## src/rtl/fetch_unit_if.sv

```systemverilog
// -----------------------------------------------------------------------------
// fetch_unit_if
// Bundles every handshake signal around the instruction fetch stage:
//   - instruction memory request channel (imem_req/imem_addr/imem_ready)
//   - instruction memory response channel (imem_rvalid/imem_rdata)
//   - decode-side delivery channel (instr_valid/instr/instr_pc/instr_ready)
//   - execute-side redirect (redirect/redirect_pc)
// Modport master is the fetch unit itself; modport slave is everything around
// it (memory, decode and execute, or a testbench standing in for them).
// -----------------------------------------------------------------------------
interface fetch_unit_if #(
    parameter int AW = 32
);
    logic          imem_req;
    logic [AW-1:0] imem_addr;
    logic          imem_ready;
    logic          imem_rvalid;
    logic [31:0]   imem_rdata;
    logic          instr_valid;
    logic [31:0]   instr;
    logic [AW-1:0] instr_pc;
    logic          instr_ready;
    logic          redirect;
    logic [AW-1:0] redirect_pc;

    modport master (
        output imem_req, imem_addr, instr_valid, instr, instr_pc,
        input  imem_ready, imem_rvalid, imem_rdata, instr_ready,
               redirect, redirect_pc
    );

    modport slave (
        input  imem_req, imem_addr, instr_valid, instr, instr_pc,
        output imem_ready, imem_rvalid, imem_rdata, instr_ready,
               redirect, redirect_pc
    );
endinterface

```

## src/rtl/fetch_unit.sv

```systemverilog
// -----------------------------------------------------------------------------
// fetch_unit
// Instruction fetch stage feeding the single-cycle decode/execute datapath.
// Owns the word-addressed PC, issues requests to a variable-latency instruction
// memory, buffers in-order responses in a DEPTH-entry FIFO and hands them to
// decode with valid/ready. A redirect from execute flushes the buffer and
// arranges for every response still in flight to be thrown away.
//
// Ports:
//   clk    - system clock, rising edge
//   reset  - synchronous, active-high reset
//   bus    - fetch_unit_if.master: imem request/response, decode delivery,
//            execute redirect
//
// Parameters:
//   AW       - PC / word address width
//   DEPTH    - buffer entries (power of 2, >= 2); also max in-flight requests
//   RESET_PC - PC loaded on reset
// -----------------------------------------------------------------------------
module fetch_unit #(
    parameter int            AW       = 32,
    parameter int            DEPTH    = 2,
    parameter logic [AW-1:0] RESET_PC = '0
) (
    input  logic         clk,
    input  logic         reset,
    fetch_unit_if.master bus
);

    localparam int CW = $clog2(DEPTH + 1);
    localparam int PW = $clog2(DEPTH);

    logic [AW-1:0] pc_q, pc_d;
    logic [AW-1:0] respPc_q, respPc_d;
    logic [CW-1:0] occ_q, occ_d;
    logic [CW-1:0] outst_q, outst_d;
    logic [CW-1:0] drop_q, drop_d;
    logic [PW-1:0] head_q, head_d;
    logic [PW-1:0] tail_q, tail_d;

    logic [31:0]   bufData_q [DEPTH];
    logic [AW-1:0] bufPc_q   [DEPTH];

    logic [CW:0]   inUse;
    logic          imemReq;
    logic          accept;
    logic          rspValid;
    logic          rspDrop;
    logic          push;
    logic          pop;
    logic          instrValid;

    // Credit check and handshake qualifiers. Every credit is either a word
    // sitting in the buffer or a request still in flight, so requesting only
    // while their sum is below DEPTH makes buffer overflow impossible.
    // A stray rvalid with nothing outstanding is ignored entirely, and a
    // response landing in a redirect cycle belongs to the wrong path.
    always_comb begin
        inUse      = {1'b0, occ_q} + {1'b0, outst_q};
        imemReq    = !reset && !bus.redirect && (inUse < (CW + 1)'(DEPTH));
        accept     = imemReq && bus.imem_ready;
        rspValid   = bus.imem_rvalid && (outst_q != '0);
        rspDrop    = rspValid && (drop_q != '0);
        push       = rspValid && !rspDrop && !bus.redirect;
        instrValid = !reset && (occ_q != '0);
        pop        = instrValid && bus.instr_ready && !bus.redirect;
    end

    assign bus.imem_req    = imemReq;
    assign bus.imem_addr   = pc_q;
    assign bus.instr_valid = instrValid;
    assign bus.instr       = bufData_q[head_q];
    assign bus.instr_pc    = bufPc_q[head_q];

    // Next-state for PCs, counters and buffer pointers. Redirect overrides
    // everything else: the buffer empties and the drop count is loaded with
    // whatever is still outstanding once this cycle's response is retired,
    // so every wrong-path word still coming back gets discarded.
    always_comb begin
        pc_d     = pc_q;
        respPc_d = respPc_q;
        occ_d    = occ_q;
        outst_d  = outst_q;
        drop_d   = drop_q;
        head_d   = head_q;
        tail_d   = tail_q;

        if (accept) begin
            outst_d = outst_d + CW'(1);
            pc_d    = pc_q + AW'(1);
        end
        if (rspValid) begin
            outst_d = outst_d - CW'(1);
        end

        if (bus.redirect) begin
            pc_d     = bus.redirect_pc;
            respPc_d = bus.redirect_pc;
            occ_d    = '0;
            head_d   = '0;
            tail_d   = '0;
            drop_d   = outst_d;
        end else begin
            if (rspDrop) begin
                drop_d = drop_q - CW'(1);
            end
            if (push) begin
                respPc_d = respPc_q + AW'(1);
                tail_d   = tail_q + PW'(1);
            end
            if (pop) begin
                head_d = head_q + PW'(1);
            end
            if (push && !pop) begin
                occ_d = occ_q + CW'(1);
            end else if (pop && !push) begin
                occ_d = occ_q - CW'(1);
            end
        end
    end

    // Control state register with synchronous reset.
    always_ff @(posedge clk) begin
        if (reset) begin
            pc_q     <= RESET_PC;
            respPc_q <= RESET_PC;
            occ_q    <= '0;
            outst_q  <= '0;
            drop_q   <= '0;
            head_q   <= '0;
            tail_q   <= '0;
        end else begin
            pc_q     <= pc_d;
            respPc_q <= respPc_d;
            occ_q    <= occ_d;
            outst_q  <= outst_d;
            drop_q   <= drop_d;
            head_q   <= head_d;
            tail_q   <= tail_d;
        end
    end

    // Buffer storage needs no reset: occupancy alone decides what is valid.
    // Each entry carries its own PC so decode sees which address it came from.
    always_ff @(posedge clk) begin
        if (push) begin
            bufData_q[tail_q] <= bus.imem_rdata;
            bufPc_q[tail_q]   <= respPc_q;
        end
    end

    // Occupancy can never exceed DEPTH because of the credit check above.
    always_ff @(posedge clk) begin
        if (!reset) begin
            assert (occ_q <= CW'(DEPTH));
        end
    end

endmodule
```

## src/flat_wrapper.sv

```systemverilog
// flat-port wrapper written by rule: the top's interface ports become plain ports
module fetch_unit_flat 
#(
    parameter int            AW       = 32,
    parameter int            DEPTH    = 2,
    parameter logic [AW-1:0] RESET_PC = '0
)
  (clk, reset, bus_imem_req, bus_imem_addr, bus_instr_valid, bus_instr, bus_instr_pc, bus_imem_ready, bus_imem_rvalid, bus_imem_rdata, bus_instr_ready, bus_redirect, bus_redirect_pc);
  fetch_unit_if #(.AW(AW)) bus_i ();
  input  logic clk;
  input  logic reset;
  output wire logic [$bits(bus_i.imem_req)-1:0] bus_imem_req;
  output wire logic [$bits(bus_i.imem_addr)-1:0] bus_imem_addr;
  output wire logic [$bits(bus_i.instr_valid)-1:0] bus_instr_valid;
  output wire logic [$bits(bus_i.instr)-1:0] bus_instr;
  output wire logic [$bits(bus_i.instr_pc)-1:0] bus_instr_pc;
  input wire logic [$bits(bus_i.imem_ready)-1:0] bus_imem_ready;
  input wire logic [$bits(bus_i.imem_rvalid)-1:0] bus_imem_rvalid;
  input wire logic [$bits(bus_i.imem_rdata)-1:0] bus_imem_rdata;
  input wire logic [$bits(bus_i.instr_ready)-1:0] bus_instr_ready;
  input wire logic [$bits(bus_i.redirect)-1:0] bus_redirect;
  input wire logic [$bits(bus_i.redirect_pc)-1:0] bus_redirect_pc;
  assign bus_imem_req = bus_i.imem_req;
  assign bus_imem_addr = bus_i.imem_addr;
  assign bus_instr_valid = bus_i.instr_valid;
  assign bus_instr = bus_i.instr;
  assign bus_instr_pc = bus_i.instr_pc;
  assign bus_i.imem_ready = bus_imem_ready;
  assign bus_i.imem_rvalid = bus_imem_rvalid;
  assign bus_i.imem_rdata = bus_imem_rdata;
  assign bus_i.instr_ready = bus_instr_ready;
  assign bus_i.redirect = bus_redirect;
  assign bus_i.redirect_pc = bus_redirect_pc;
  fetch_unit #(.AW(AW), .DEPTH(DEPTH), .RESET_PC(RESET_PC)) u_core (.clk(clk), .reset(reset), .bus(bus_i));
endmodule
```

## config.mk

```make
export PLATFORM = sky130hd
export DESIGN_NAME = fetch_unit_flat
export DESIGN_NICKNAME = d
export VERILOG_FILES = /design/src/rtl/fetch_unit_if.sv /design/src/rtl/fetch_unit.sv /design/src/flat_wrapper.sv
export SDC_FILE = /design/constraint.sdc
export NUM_CORES = 1
export LEC_CHECK = 0
export ABC_AREA = 1
export BUFFER_PORTS_ARGS = -buffer_cell sky130_fd_sc_hd__buf_2
export CORE_ASPECT_RATIO = 1.5
export CORE_MARGIN = 2
export CORE_UTILIZATION = 40
export DETAILED_ROUTE_END_ITERATION = 12
export GPL_ROUTABILITY_DRIVEN = 0
export GPL_TIMING_DRIVEN = 0
export MAX_ROUTING_LAYER = met4
export PLACE_DENSITY = 0.7
export SLEW_MARGIN = 20
export SYNTH_ARGS = -nofsm -noshare
export SYNTH_HDL_FRONTEND = slang
export SYNTH_SLANG_ARGS = --single-unit
```

## constraint.sdc

```tcl
create_clock -name clk -period 4.7 [get_ports clk]
set_input_delay 0.94 -clock clk [delete_from_list [all_inputs] [get_ports clk]]
set_output_delay 0.94 -clock clk [all_outputs]
set_load 0.05 [all_outputs]
```

==> results.json <==
{
  "status": "finished clean",
  "postCtsSetupRepairBufs": 0,
  "leakage_nw": 4.33,
  "firstDrtPassIters": 6,
  "powerDensity_nw_per_um2": 363,
  "layout-drive-gt1-share": 0.246,
  "cp-start-kind": "register",
  "grt_pass1_wl_mm": 37.7,
  "drc_errors": 0,
  "synth_nets": 1069,
  "cts_sinks": 201,
  "worstPathArrival_ns": 2.36,
  "die_x_um": 129,
  "clk_pin_slew_ns": 0.06,
  "core_area_um2": 23100,
  "setup_viol": 0,
  "antenna_found_initial": 0,
  "grt_use_total": 0.203,
  "num_io_pins": 168,
  "wirelength_mm": 25.2,
  "clk_path_buf_depth": 3,
  "n_antenna_cell": 0,
  "grt_start_max_net_pins": 27,
  "worst_pin_slew_ns": 0.758,
  "insertion_delay_ns": 0.49,
  "crit_path_end_kind": "primary output",
  "rsz0062_at_grt": "false",
  "nets": 1260,
  "fin_cells": 1513,
  "synth_warnings": 0,
  "dp_hpwl_mm": 19.1,
  "hold_violations": 0,
  "clock_skew_ns": 0.0125,
  "dieArea_um2": 24800,
  "design_area_um2": 11400,
  "slew-limit-headroom": 0.494,
  "r2r_slack_ns": 2.11,
  "overflow": 0,
  "place_inst": 1477,
  "synth_cells": 993,
  "syn-mean-instance-area_um2": 9.48,
  "maxCapViolCount": 0,
  "root_buffer": "clkbuf_16",
  "fmax_mhz": 303,
  "areaGrowthSynthToFinish_pct": 20.7,
  "drv_slew": 0,
  "path_max_fanout": 10,
  "synth.cell_area_um2": 9420,
  "cts_buffers": 20,
  "crit_required_ns": 3.76,
  "worstHoldPathType": "register to register",
  "dpl-instance-area_um2": 10700,
  "first_global_vias": 7294,
  "route.detailed.vias_per_inst": 5.11,
  "synth.ff_latch_count": 201,
  "dieHeight_um": 192,
  "finalCritPeriodShare": 0.702,
  "wl_per_cell_um": 16.6,
  "ctsResizeCount": 0,
  "rows": 68,
  "holdBufCountCts": 0,
  "synthDistinctLibCells": 36,
  "ir_drop_mv": 0.247,
  "period_needed_ns": 3.30,
  "cts_tree": "done",
  "port_buffers": 165,
  "drt_iter0_drc": 548,
  "cts-htree-levels": 1,
  "worstSetupPathType": "register to primary output",
  "yosysSeqAreaShare": 0.563,
  "fillerInstances": 2154,
  "start_util": 0.408,
  "num_vias": 7729,
  "drtAntennaViolNets": 0
}
## worst paths after layout
check	startpoint	endpoint	cells past startpoint
max	register	bus_instr[6]	4
min	u_core.head_q	u_core.head_q	2
max reg2reg	u_core.outst_q[0]	u_core.occ_q[1]	12
min reg2reg	u_core.head_q	u_core.head_q	2
## placed cells by master, fill, tap and decap left out, types with 3 or more instances in the layout
cell type / count
nand3_2: 5
xor2_1: 26
clkinv_1: 7
nand4_1: 6
clkbuf_1: 20
clkbuf_16: 21
nor2_1: 102
buf_2: 180
nand2_2: 3
o21ai_0: 48
ha_1: 5
inv_1: 78
edfxtp_1: 128
buf_12: 4
a31oi_1: 21
nand3b_1: 4
o211ai_1: 3
nor3_1: 13
nor2_4: 5
o21ai_1: 3
dfxtp_1: 73
nand3_1: 41
a21oi_1: 55
mux2_2: 64
xnor2_1: 4
nand2_1: 259
## cells by family (layout without fill, tap and decap cells)
family / Yosys count / in the layout / share of synthesized area
adders and majority gates: 6 / 6 / 0.00877
muxes: 64 / 64 / 0.0765
buffers and inverters: 112 / 317 / 0.0466
xor gates and xnor gates: 30 / 30 / 0.0279
and+or+nand+nor: 445 / 445 / 0.200
DFF: 201 / 201 / 0.563
AOI/OAI and AO/OA: 135 / 135 / 0.0768
## state kept, by name, indices dropped and copies added, names as in the netlist, named ones only
signal	count
u_core.respPc_q	32
u_core.bufPc_q	64
u_core.outst_q	2
u_core.occ_q	2
u_core.head_q	1
u_core.tail_q	1
u_core.bufData_q	64
u_core.drop_q	2
u_core.bus.imem_addr	32
## cells in the mapped netlist
cell type / instances / share of area
a21o_1: 1 / 0.00080
a21oi_1: 55 / 0.029
a31oi_1: 21 / 0.014
buf_2: 15 / 0.0080
clkbuf_1: 16 / 0.0064
clkinv_1: 2 / 0.00080
dfxtp_1: 73 / 0.16
edfxtp_1: 128 / 0.41
fa_1: 1 / 0.0021
ha_1: 5 / 0.0066
inv_1: 78 / 0.031
inv_2: 1 / 0.00040
mux2_2: 64 / 0.077
nand2_1: 259 / 0.10
nand2_2: 3 / 0.0020
nand3_1: 41 / 0.022
nand3_2: 5 / 0.0053
nand3_4: 1 / 0.0019
nand3b_1: 4 / 0.0032
nand4_1: 6 / 0.0040
nor2_1: 104 / 0.041
nor2_2: 1 / 0.00066
nor2_4: 3 / 0.0036
nor2_8: 1 / 0.0021
nor3_1: 13 / 0.0069
nor3_4: 1 / 0.0017
o211ai_1: 3 / 0.0024
o21a_1: 2 / 0.0016
o21ai_0: 48 / 0.026
o21ai_1: 3 / 0.0016
o21bai_1: 1 / 0.00080
o311ai_0: 1 / 0.00093
or2_1: 1 / 0.00066
or2_2: 2 / 0.0013
xnor2_1: 4 / 0.0037
xor2_1: 26 / 0.024
## report_power, final
group          leakage, nW  total (mW)  switching (mW)  internal [mW]
registers             1.77        2.04          0.0764           1.97
logic                 2.26       0.550           0.395          0.155
clock network        0.300        1.53           0.635          0.899
total                 4.33        4.13            1.11           3.02
## stage by stage
step / power, mW / utilization / TNS [ns] / setup WS (ns) / hold WS (ns)
2_1_floorplan: 2.44 / - / 0 / 0.0857 / 0.448
3_3_place_gp: 2.61 / 0.461 / -204.22 / -1.61 / 0.470
3_5_place_dp: 2.63 / 0.465 / 0 / 1.72 / 0.481
4_1_cts: 4.16 / 0.493 / 0 / 1.21 / 0.491
5_1_grt: 4.27 / 0.493 / 0 / 1.22 / 0.520
6_report: 4.13 / 0.493 / 0 / 1.40 / 0.490
## worst max-delay path: stages, from the launching register on
cell      delay (ns)
dfxtp_1         0.31
clkbuf_1        0.58
buf_2           0.39
mux2_2          0.38
buf_2           0.21
## area by class of cell
| class | count | area [um2] | share of cell area |
|---|---|---|---|
| clock buffer | 27 | 568 | 0.0500 |
| clock inverter | 9 | 66.3 | 0.00584 |
| sequential | 201 | 5310 | 0.467 |
| multi-input combinational | 680 | 3690 | 0.324 |
| buffer | 31 | 135 | 0.0119 |
| tap | 315 | 394 | 0.0347 |
| inverter | 81 | 304 | 0.0268 |
| timing repair buffer | 169 | 906 | 0.0797 |
## routing by layer
layer  share of wire  vias to the layer above  track usage
li1                -                     3737            -
met4           0.058                        0        0.107
met2            0.51                      337        0.367
met1            0.37                     3567        0.213
met3           0.065                       88       0.0253
met5               0                        -            -
No activity file was read; power rests on OpenSTA's default activity.
